--- config.mk ---
export PLATFORM = sky130hd
export DESIGN_NAME = alu_arbiter
export DESIGN_NICKNAME = d
export VERILOG_FILES = /design/src/rtl/alu_pkg.sv /design/src/rtl/alu_arb_rr.sv /design/src/rtl/alu_arbiter.sv
export SDC_FILE = /design/constraint.sdc
export NUM_CORES = 1
export LEC_CHECK = 0
export CAP_MARGIN = 15
export CORE_AREA = 2 2 119 121
export DETAILED_ROUTE_END_ITERATION = 12
export DIE_AREA = 0 0 121 123
export DONT_BUFFER_PORTS = 1
export HOLD_SLACK_MARGIN = 0.1
export PLACE_DENSITY_LB_ADDON = 0.25
export SYNTH_ARGS = -nofsm -noshare
export SYNTH_HDL_FRONTEND = slang
export SYNTH_SLANG_ARGS = --single-unit
--- constraint.sdc ---
create_clock -name clk -period 2.1 [get_ports clk]
set_input_delay 0.525 -clock clk [delete_from_list [all_inputs] [get_ports clk]]
set_output_delay 0.525 -clock clk [all_outputs]
set_load 0.01 [all_outputs]
--- src/rtl/alu_pkg.sv ---
// Shared definitions for the ALU arbiter: ALU control codes, arbiter
// state encoding and default datapath widths.
package alu_pkg;

    localparam int DATA_W_DEFAULT = 32;
    localparam int CTRL_W_DEFAULT = 3;

    localparam logic [2:0] ALU_AND = 3'b000;
    localparam logic [2:0] ALU_OR  = 3'b001;
    localparam logic [2:0] ALU_ADD = 3'b010;
    localparam logic [2:0] ALU_SUB = 3'b110;
    localparam logic [2:0] ALU_SLT = 3'b111;

    // OWNx: requester x holds a lock on the ALU
    typedef enum logic [1:0] {
        IDLE = 2'd0,
        OWN0 = 2'd1,
        OWN1 = 2'd2
    } arb_state_e;

endpackage

--- src/rtl/alu_arb_rr.sv ---
// Combinational grant logic: lock ownership first, then round-robin
// between the two requesters when both are valid.
module alu_arb_rr
    import alu_pkg::*;
(
    input  arb_state_e state,
    input  logic       rr_ptr,
    input  logic       valid0,
    input  logic       valid1,
    output logic       grant0,
    output logic       grant1
);

    // rr_ptr names the last winner, so a tie goes to the other requester
    always_comb begin
        grant0 = 1'b0;
        grant1 = 1'b0;
        case (state)
            OWN0:    grant0 = valid0;
            OWN1:    grant1 = valid1;
            default: begin
                if (valid0 && valid1) begin
                    grant0 = rr_ptr;
                    grant1 = !rr_ptr;
                end else begin
                    grant0 = valid0;
                    grant1 = valid1;
                end
            end
        endcase
    end

endmodule

--- src/rtl/alu_arbiter.sv ---
// Two-requester arbiter for the shared single-cycle ALU with a two-stage
// operand/result pipeline. Define ALU_ARB_PERF_EN to enable stall counters.
module alu_arbiter
    import alu_pkg::*;
#(
    parameter int DATA_W = DATA_W_DEFAULT,
    parameter int CTRL_W = CTRL_W_DEFAULT
) (
    input  logic              clk,
    input  logic              rst_n,
    input  logic              req0_valid,
    output logic              req0_ready,
    input  logic              req0_lock,
    input  logic [CTRL_W-1:0] req0_ctrl,
    input  logic [DATA_W-1:0] req0_in1,
    input  logic [DATA_W-1:0] req0_in2,
    input  logic              req1_valid,
    output logic              req1_ready,
    input  logic              req1_lock,
    input  logic [CTRL_W-1:0] req1_ctrl,
    input  logic [DATA_W-1:0] req1_in1,
    input  logic [DATA_W-1:0] req1_in2,
    output logic [CTRL_W-1:0] alu_ctrl,
    output logic [DATA_W-1:0] alu_in1,
    output logic [DATA_W-1:0] alu_in2,
    input  logic [DATA_W-1:0] alu_result,
    input  logic              alu_zero,
    output logic              resp0_valid,
    output logic              resp1_valid,
    output logic [DATA_W-1:0] resp_result,
    output logic              resp_zero,
    output logic [15:0]       perf_wait0,
    output logic [15:0]       perf_wait1
);

    arb_state_e        state_q, state_d;
    logic              rr_q, rr_d;
    logic [CTRL_W-1:0] alu_ctrl_q, alu_ctrl_d;
    logic [DATA_W-1:0] alu_in1_q, alu_in1_d;
    logic [DATA_W-1:0] alu_in2_q, alu_in2_d;
    logic              s1_valid_q, s1_valid_d;
    logic              s1_owner_q, s1_owner_d;
    logic [DATA_W-1:0] resp_result_q, resp_result_d;
    logic              resp_zero_q, resp_zero_d;
    logic              resp0_valid_q, resp0_valid_d;
    logic              resp1_valid_q, resp1_valid_d;
    logic              grant0, grant1;
    logic              hs0, hs1;

    alu_arb_rr u_rr (
        .state  (state_q),
        .rr_ptr (rr_q),
        .valid0 (req0_valid),
        .valid1 (req1_valid),
        .grant0 (grant0),
        .grant1 (grant1)
    );

    assign hs0 = req0_valid && grant0;
    assign hs1 = req1_valid && grant1;

    always_comb begin
        state_d       = state_q;
        rr_d          = rr_q;
        alu_ctrl_d    = alu_ctrl_q;
        alu_in1_d     = alu_in1_q;
        alu_in2_d     = alu_in2_q;
        s1_valid_d    = 1'b0;
        s1_owner_d    = s1_owner_q;
        resp_result_d = resp_result_q;
        resp_zero_d   = resp_zero_q;
        resp0_valid_d = s1_valid_q && !s1_owner_q;
        resp1_valid_d = s1_valid_q && s1_owner_q;

        if (hs0) begin
            state_d    = req0_lock ? OWN0 : IDLE;
            rr_d       = 1'b0;
            alu_ctrl_d = req0_ctrl;
            alu_in1_d  = req0_in1;
            alu_in2_d  = req0_in2;
            s1_valid_d = 1'b1;
            s1_owner_d = 1'b0;
        end else if (hs1) begin
            state_d    = req1_lock ? OWN1 : IDLE;
            rr_d       = 1'b1;
            alu_ctrl_d = req1_ctrl;
            alu_in1_d  = req1_in1;
            alu_in2_d  = req1_in2;
            s1_valid_d = 1'b1;
            s1_owner_d = 1'b1;
        end

        // Result bus only moves when an op leaves stage 1
        if (s1_valid_q) begin
            resp_result_d = alu_result;
            resp_zero_d   = alu_zero;
        end
    end

    always_ff @(posedge clk or negedge rst_n) begin
        if (!rst_n) begin
            state_q       <= IDLE;
            rr_q          <= 1'b1;
            alu_ctrl_q    <= '0;
            alu_in1_q     <= '0;
            alu_in2_q     <= '0;
            s1_valid_q    <= 1'b0;
            s1_owner_q    <= 1'b0;
            resp_result_q <= '0;
            resp_zero_q   <= 1'b0;
            resp0_valid_q <= 1'b0;
            resp1_valid_q <= 1'b0;
        end else begin
            state_q       <= state_d;
            rr_q          <= rr_d;
            alu_ctrl_q    <= alu_ctrl_d;
            alu_in1_q     <= alu_in1_d;
            alu_in2_q     <= alu_in2_d;
            s1_valid_q    <= s1_valid_d;
            s1_owner_q    <= s1_owner_d;
            resp_result_q <= resp_result_d;
            resp_zero_q   <= resp_zero_d;
            resp0_valid_q <= resp0_valid_d;
            resp1_valid_q <= resp1_valid_d;
        end
    end

    assign req0_ready  = grant0;
    assign req1_ready  = grant1;
    assign alu_ctrl    = alu_ctrl_q;
    assign alu_in1     = alu_in1_q;
    assign alu_in2     = alu_in2_q;
    assign resp_result = resp_result_q;
    assign resp_zero   = resp_zero_q;
    assign resp0_valid = resp0_valid_q;
    assign resp1_valid = resp1_valid_q;

`ifdef ALU_ARB_PERF_EN
    logic [15:0] perf_wait0_q, perf_wait0_d;
    logic [15:0] perf_wait1_q, perf_wait1_d;

    // Saturating counts of cycles a requester was valid but not accepted
    always_comb begin
        perf_wait0_d = perf_wait0_q;
        perf_wait1_d = perf_wait1_q;
        if (req0_valid && !grant0 && (perf_wait0_q != 16'hFFFF))
            perf_wait0_d = perf_wait0_q + 16'd1;
        if (req1_valid && !grant1 && (perf_wait1_q != 16'hFFFF))
            perf_wait1_d = perf_wait1_q + 16'd1;
    end

    always_ff @(posedge clk or negedge rst_n) begin
        if (!rst_n) begin
            perf_wait0_q <= '0;
            perf_wait1_q <= '0;
        end else begin
            perf_wait0_q <= perf_wait0_d;
            perf_wait1_q <= perf_wait1_d;
        end
    end

    assign perf_wait0 = perf_wait0_q;
    assign perf_wait1 = perf_wait1_q;
`else
    assign perf_wait0 = '0;
    assign perf_wait1 = '0;
`endif

endmodule

==> impl_metrics.tcl, run 1 <==
set metrics [dict create \
    cts_sinks 107 \
    layout-drive-gt1-share_pct 14.3 \
    crit_path_end_kind "primary output" \
    grt_util_all_layers_pct 18.4 \
    finalSetupViolations 0 \
    ant_nets 0 \
    cp_max_fo 5 \
    cts_root_buffer "clkbuf_16" \
    drt-met1-wl_um 5310 \
    nets 661 \
    cts_made_buffers 9 \
    wl_met3_um 1500 \
    fmax_mhz 493 \
    power_density_mw_per_mm2 1730 \
    synthCells 518 \
    dieHeight_um 123 \
    port_buffers 0 \
    rows 43 \
    grt_antenna_before_repair 4 \
    drt_iter0_markers 191 \
    grt_max_degree 108 \
    io-pin-count 309 \
    fin_crit_ps 2030 \
    wl_um 13900 \
    grt_pass1_wl_um 21100 \
    clk_pin_slew_ps 90 \
    dieArea_mm2 0.0149 \
    top_layer_used "met4" \
    drv_slew 0 \
    drc 0 \
    holdCritPathClass "in2async" \
    hold_violations 106 \
    core_area_mm2 0.0136 \
    drt_first_pass_iters 4 \
    area_growth_syn_to_layout_pct 6.37 \
    required_ps 1570 \
    start_kind "flip-flop" \
    peakVddDrop_uv 890 \
    avgViaCountPerCell 5.75 \
    grt_setup_unrepaired "false" \
    yosys-top-cells-area "dfrtp_1 (47%), o31a_1 (10%), a21boi_1 (8.8%), and3_1 (7.4%), or3_1 (7.4%)" \
    critPathKind "reg2out" \
    maxCapViolations 0 \
    wl_per_cell_um 20.6 \
    grt_pass1_vias 3701 \
    synth_common_cells "dfrtp_1 (106), a21boi_1 (67), and3_1 (67), o31a_1 (67), or3_1 (67)" \
    timing.hold.ws_ps -151 \
    met2_length_um 6820 \
    synthFlopType "dfrtp_1" \
    gp_congestion 0.734 \
    synth_seq_cells 107 \
    final.setup.tns_ps 0 \
    arrival_ps 1500 \
    outcome "finished, violations left" \
    fin_crit_sh_pct 96.5 \
    dieWidth_um 121 \
    cts_tree "built" \
    finalPower_mw 10.5 \
    failed_checks "hold timing" \
    overflow 0 \
    clockBufferDepth 2 \
    hpwlAfterDp_um 9440 \
    yosysTopAreaCell "dfrtp_1" \
    synth.most_common_cell "dfrtp_1" \
    async_reset_ff_share_pct 100 \
    fillers 1266 \
    clock-skew-final_ps 17.3 \
    insertion_delay_ps 360 \
    p_leak_nw 2.65 \
    vias 3875 \
    yosys_warnings 0 \
    initial_utilization_pct 41.8 \
    avgSynthCellArea_um2 11.0 \
    synth_top_area_share_pct 46.6 \
    synth.distinct_cells 25 \
    ys_seq_area_share_pct 47.0 \
    synth_edf_count 0 \
    syn_area_mm2 0.00570 \
    htree_levels 3 \
]
==> power breakdown <==
| part | internal (mW) | switching [mW] |
|---|---|---|
| clock | 1.09 | 0.855 |
| combinational | 2.12 | 2.11 |
| sequential | 3.12 | 1.21 |
==> what timing repair did <==
item,in CTS,in global routing
setup endpoints to repair,2,0
hold endpoints to repair,107,107
buffers inserted,3,0
gates resized for setup,6,0
==> final cells by class <==
type,count,area [um^2],area share [%]
Antenna cell,3,7.51,0.124
Sequential cell,107,2680,44.2
Clock buffer,9,225,3.72
Tap cell,180,225,3.72
Inverter,3,11.3,0.186
Multi-Input combinational cell,352,2600,42.9
Timing Repair Buffer,13,185,3.06
Clock inverter,7,129,2.13
==> flip-flops by register name, indices dropped and copies added (netlist names) <==
name,cells
resp_result,32
s1_valid_q,1
state_q,2
rr_q,1
alu_in2,32
alu_ctrl,3
s1_owner_q,1
resp_zero,1
resp1_valid,1
resp0_valid,1
alu_in1,32
==> logic make-up (layout without fill, tap and decap cells) <==
logic type	Yosys count	count (layout)	synth area share [%]
and+or+nand+nor	145	145	16.0
AOI/OAI and AO/OA	140	140	20.0
DFF	107	107	47.0
buffers and inverters	90	32	9.93
muxes	33	33	6.52
adders and majority gates	2	2	0.439
other	1	35	0.0658
==> critical path, stage by stage (launching register included) <==
cell and delay (ps):
dfrtp_1 400, inv_1 110, ha_4 240, o21a_4 220
and2_4 180
==> worst paths after layout <==
path                                 from               to  slack, ps  depth (start not counted)
setup / recovery               state_q[0]       req0_ready         70                          4
hold / removal                      rst_n      alu_in2[29]       -150                          0
setup reg to reg               state_q[0]       alu_in2[0]        110                          7
hold reg to reg                s1_owner_q      resp0_valid        470                          1
max in group asynchronous           rst_n             rr_q       2040                          0
min in group clk           alu_result[24]  resp_result[24]        310                          1
==> per-layer routing <==
metal	up-vias	global-route usage [%]
li1	1782	-
met1	1886	22.2
met2	194	30.1
met3	13	6.60
met4	0	7.19
met5	-	0
==> layout by cell type (no fill, tap or decap) <==
cell / n
inv_6: 1
ha_1: 1
conb_1: 32
a21boi_1: 67
bufinv_16: 2
o21a_4: 2
a21o_1: 1
nor2_4: 1
dfstp_2: 1
and2_1: 1
diode_2: 3
inv_1: 3
nand3_1: 2
a21oi_1: 2
ha_4: 1
buf_4: 6
and3_1: 67
dfrtp_1: 106
and2_4: 2
mux2_2: 33
or3_1: 67
buf_12: 7
o31a_1: 67
nor2_1: 3
a22o_1: 1
nor2b_1: 1
clkinv_8: 3
clkbuf_16: 9
inv_8: 1
nand3b_4: 1
==> stage by stage <==
stage | hold slack (ps) | worst slack, ps | std cells | utilization, % | cell area (um^2)
2_1_floorplan | 229 | 174 | 549 | - | 5810
3_3_place_gp | 231 | 231 | 652 | 41.5 | 5650
3_5_place_dp | 231 | 180 | 652 | 41.5 | 5650
4_1_cts | -170 | 52.7 | 671 | 44.5 | 6050
5_1_grt | -173 | 13.0 | 672 | 44.5 | 6050
6_report | -151 | 73.2 | 674 | 44.5 | 6060
(Power assumes the default switching activity.)
==> run 2, diff against run 1 <==
--- a/config.mk
+++ b/config.mk
@@ -12,6 +12,7 @@
 export DONT_BUFFER_PORTS = 1
 export HOLD_SLACK_MARGIN = 0.1
 export PLACE_DENSITY_LB_ADDON = 0.25
+export SETUP_SLACK_MARGIN = 0.2
 export SYNTH_ARGS = -nofsm -noshare
 export SYNTH_HDL_FRONTEND = slang
 export SYNTH_SLANG_ARGS = --single-unit
==> run 2 against run 1 <==
  * The run still ends with hold timing left
  * Non-clock buffer count up 5
  * Global-route usage is 0.27 points lower
  * Sequential share of layout area decreased by 0.34 points
  * Sequential power about the same
  * Total power up 0.23%
  * Die area unchanged
  * Final area grew 0.78%
  * Via count is 1.3% higher
  * Highest routed layer unchanged
  * Critical endpoint unchanged
  * Clock power down 9%
==> impl_metrics.tcl, run 2 (synthesis gave the netlist of run 1 again) <==
set metrics [dict create \
    grt_antenna_before_repair 3 \
    r2r_cells 7 \
    cts_sinks 107 \
    grt_pass1_wl_um 20900 \
    hpwlAfterDp_um 9230 \
    design_area_mm2 0.00611 \
    failed_checks "hold timing" \
    cp_slowest_cell "dfrtp_1" \
    grt_max_degree 108 \
    overflow 0 \
    r2r-start "state_q[0]" \
    rows 43 \
    htree_levels 3 \
    clockBufferDepth 2 \
    timing.rr.end "alu_in1[0]" \
    dpl_cell_area_mm2 0.00565 \
    fmax_mhz 509 \
    cts_root_buffer "clkbuf_16" \
    holdCritPathClass "in2async" \
    grt_setup_unrepaired "true" \
    avgViaCountPerCell 5.77 \
    final_common_cell "dfrtp_1" \
    cp_max_fo 5 \
    fin_crit_sh_pct 93.5 \
    required_ps 1570 \
    start_kind "flip-flop" \
    fillers 1247 \
    grt_pass1_vias 3854 \
    finalSetupViolations 0 \
    wl_per_cell_um 20.9 \
    finalPower_mw 10.5 \
    peakVddDrop_uv 565 \
    hold_violations 106 \
    cts_made_buffers 9 \
    area_growth_syn_to_layout_pct 7.21 \
    drt_iter0_markers 186 \
    io-pin-count 309 \
    initial_utilization_pct 41.8 \
    ant_nets 0 \
    core_area_mm2 0.0136 \
    vias 3927 \
    fin_ws_ps 136 \
    clk_pin_slew_ps 80 \
    drc 0 \
    layout-drive-gt1-share_pct 15.7 \
    power_density_mw_per_mm2 1720 \
    crit_path_end_kind "primary output" \
    dieArea_mm2 0.0149 \
    nets 666 \
    most-common-layout-cells "dfrtp_1 (106), a21boi_1 (67), and3_1 (67), or3_1 (67), o31a_1 (67)" \
    insertion_delay_ps 360 \
    dieHeight_um 123 \
    slowest_delay_ps 400 \
    drv_slew 0 \
    critPathKind "reg2out" \
    wl_um 14200 \
    maxCapViolations 0 \
    port_buffers 0 \
    crit_buf_inv 1 \
    grt_util_all_layers_pct 18.1 \
    drt_first_pass_iters 4 \
    cp_cell_sequence "buf_6, ha_2, o21a_4, and2_4" \
    outcome "finished, violations left" \
    critPathTopFamily "flip-flops" \
    fin_crit_ps 1960 \
    clock-skew-final_ps 9.96 \
    final.setup.tns_ps 0 \
    cts_tree "built" \
    place_ws_ps 178 \
    p_leak_nw 2.67 \
    arrival_ps 1440 \
    utilization_pct 44.9 \
    gp_congestion 0.757 \
    reg2reg_slack_ps 190 \
    dieWidth_um 121 \
    timing.hold.ws_ps -141 \
]
run 2: how the worst max path moves through the flow:
| stage | from | to | slack [ps] | depth (start not counted) |
|---|---|---|---|---|
| 2_1_floorplan | state_q[0] | req1_ready | 240 | 5 |
| 3_3_place_gp | state_q[0] | alu_in1[15] | 230 | 6 |
| 3_5_place_dp | state_q[0] | alu_in2[17] | 180 | 6 |
| 4_1_cts | state_q[0] | req0_ready | 110 | 4 |
| 5_1_grt | state_q[1] | req1_ready | 80 | 3 |
| 6_report | state_q[0] | req0_ready | 140 | 4 |
run 2: layout make-up:
type / count / area, um^2 / area share (%)
Inverter: 3 / 11.3 / 0.184
Clock inverter: 7 / 86.3 / 1.41
Multi-Input combinational cell: 352 / 2600 / 42.6
Antenna cell: 5 / 12.5 / 0.205
Tap cell: 180 / 225 / 3.69
Clock buffer: 9 / 225 / 3.69
Sequential cell: 107 / 2680 / 43.9
Timing Repair Buffer: 18 / 263 / 4.30
run 2: metrics by stage:
stage                     hold slack (ps)  instances
after floorplan                       229        549
after global placement                232        654
after detailed placement              231        654
after CTS                            -160        673
after global routing                 -171        679
final                                -141        681
run 2: where the power goes:
part	total, mW	internal [mW]	switching, mW
Combinational	4.43	2.23	2.19
Sequential	4.34	3.12	1.22
Clock	1.76	0.863	0.899
run 2: what timing repair did:
action | in CTS | in global routing
setup endpoints to repair | 50 | 69
gates resized for setup | 11 | 2
cloned | 1 | 1
endpoints found under the hold margin | 107 | 107
pin swaps | 1 | 3
setup buffers | 2 | 2
run 2: metal layers:
metal	vias to the layer above	global-route usage (%)	part of all wire [%]
met2	194	29.6	49
met1	1927	21.3	39
met5	-	0	0
li1	1783	-	-
met4	0	9.08	2.8
met3	23	6.13	8.7
==> run 3, diff against run 2 <==
--- a/config.mk
+++ b/config.mk
@@ -6,9 +6,10 @@
 export NUM_CORES = 1
 export LEC_CHECK = 0
 export CAP_MARGIN = 15
-export CORE_AREA = 2 2 119 121
+export CELL_PAD_IN_SITES_DETAIL_PLACEMENT = 1
+export CELL_PAD_IN_SITES_GLOBAL_PLACEMENT = 2
+export CORE_UTILIZATION = 37
 export DETAILED_ROUTE_END_ITERATION = 12
-export DIE_AREA = 0 0 121 123
 export DONT_BUFFER_PORTS = 1
 export HOLD_SLACK_MARGIN = 0.1
 export PLACE_DENSITY_LB_ADDON = 0.25
==> run 3 against run 2 <==
  * The run still ends with hold timing left
  * Combinational power increased by 3%
  * Clock power decreased by 2%
  * First-iteration DRC count decreased by 7.5%
  * Critical path type unchanged
  * Flip-flop and latch count unchanged
  * Cell count increased by 0.59%
  * Core utilization decreased by 3.3 points
==> impl_metrics.tcl, run 3 (synthesis gave the netlist of run 1 again) <==
set metrics [dict create \
    cts_tree "built" \
    outcome "finished, violations left" \
    grt_max_degree 108 \
    fmax_mhz 510 \
    grt_antenna_before_repair 4 \
    vias 4048 \
    reg2reg_slack_ps 200 \
    most-common-layout-cells "dfrtp_1 (106), a21boi_1 (67), and3_1 (67), or3_1 (67), o31a_1 (67)" \
    arrival_ps 1430 \
    hpwlAfterDp_um 10600 \
    final_common_cell "dfrtp_1" \
    final.setup.tns_ps 0 \
    critPathKind "reg2out" \
    dieHeight_um 126 \
    avgViaCountPerCell 5.91 \
    cp_max_fo 5 \
    overflow 0 \
    dieArea_mm2 0.0159 \
    dieWidth_um 126 \
    core_area_mm2 0.0148 \
    fin_crit_sh_pct 93.3 \
    rows 44 \
    insertion_delay_ps 350 \
    crit_path_end_kind "primary output" \
    peakVddDrop_uv 508 \
    clk_pin_slew_ps 80 \
    area_growth_syn_to_layout_pct 7.75 \
    stdcell_count 685 \
    slowest_delay_ps 420 \
    r2r_cells 7 \
    r2r-start "state_q[0]" \
    finalPower_mw 10.7 \
    wl_per_cell_um 23.0 \
    ant_nets 0 \
    drc 0 \
    cts_root_buffer "clkbuf_16" \
    clock-skew-final_ps 10.4 \
    io-pin-count 309 \
    grt_pass1_vias 4136 \
    required_ps 1570 \
    finalSetupViolations 0 \
    cp_slowest_cell "dfrtp_1" \
    htree_levels 3 \
    failed_checks "hold timing" \
    grt_pass1_wl_um 23800 \
    wl_um 15700 \
    drv_slew 0 \
    holdCritPathClass "in2async" \
    fin_ws_ps 141 \
    start_kind "flip-flop" \
    maxCapViolations 0 \
    power_density_mw_per_mm2 1740 \
    p_leak_nw 2.68 \
    clockBufferDepth 2 \
    utilization_pct 41.6 \
    grt_util_all_layers_pct 19.2 \
    fin_crit_ps 1960 \
    place_ws_ps 103 \
    port_buffers 0 \
    gp_congestion 0.747 \
    timing.hold.ws_ps -139 \
    cts_sinks 107 \
    cts_made_buffers 9 \
    drt_first_pass_iters 4 \
    initial_utilization_pct 38.6 \
    timing.rr.end "alu_in1[25]" \
    cp_cell_sequence "ha_4, o21a_4, and2_4" \
    drt_iter0_markers 172 \
    placed_cells 660 \
    grt_setup_unrepaired "true" \
    layout-drive-gt1-share_pct 15.9 \
    nets 667 \
    hold_violations 106 \
]
[run 3: metrics by stage]
stage	hold slack, ps	instance area (um^2)
floorplan	229	5810
global placement	232	5690
detailed placement	232	5690
CTS	-156	6040
global route	-160	6140
finish	-139	6140
[run 3: cell type report]
cell class | instances | area (um^2)
Inverter | 3 | 11.3
Clock buffer | 9 | 225
Multi-Input combinational cell | 352 | 2610
Clock inverter | 7 | 80.1
Timing Repair Buffer | 19 | 288
Fill cell | 1593 | 8620
Antenna cell | 4 | 10.0
Sequential cell | 107 | 2680
Tap cell | 184 | 230
[run 3: where the power goes]
part           total [mW]  internal, mW  switching (mW)
Sequential           4.39          3.12            1.27
Combinational        4.55          2.28            2.26
Clock                1.72         0.850           0.869
Total                10.7          6.26            4.40
[run 3: worst max path at each step]
stage / start / slack (ps) / end / cells after the start
final: state_q[1] / 140 / req1_ready / 3
after global routing: state_q[0] / 90 / req0_ready / 4
after CTS: state_q[0] / 130 / req0_ready / 4
after detailed placement: state_q[0] / 100 / alu_in2[28] / 7
after global placement: state_q[0] / 190 / alu_in2[16] / 7
after floorplan: state_q[0] / 240 / req1_ready / 5
[run 3: critical path, delay by kind of cell (launching register included)]
family	cells	cell delay [ps]
and+or+nand+nor	1	150
adders and majority gates	1	280
AOI/OAI and AO/OA	1	230
DFF	1	420
[run 3: layer usage]
metal,up-vias,track usage [%],part of all wire (%)
li1,1792,-,-
met1,2035,22.0,38
met2,202,32.1,51
met3,19,7.18,9.6
met4,0,8.08,1.8
met5,-,0,0
[run 3: what timing repair did]
action	in CTS	in global routing
endpoints found under the setup margin	69	69
endpoints found under the hold margin	107	107
cloned	0	2
setup buffers	2	1
pin swaps	1	3
gates resized for setup	8	5
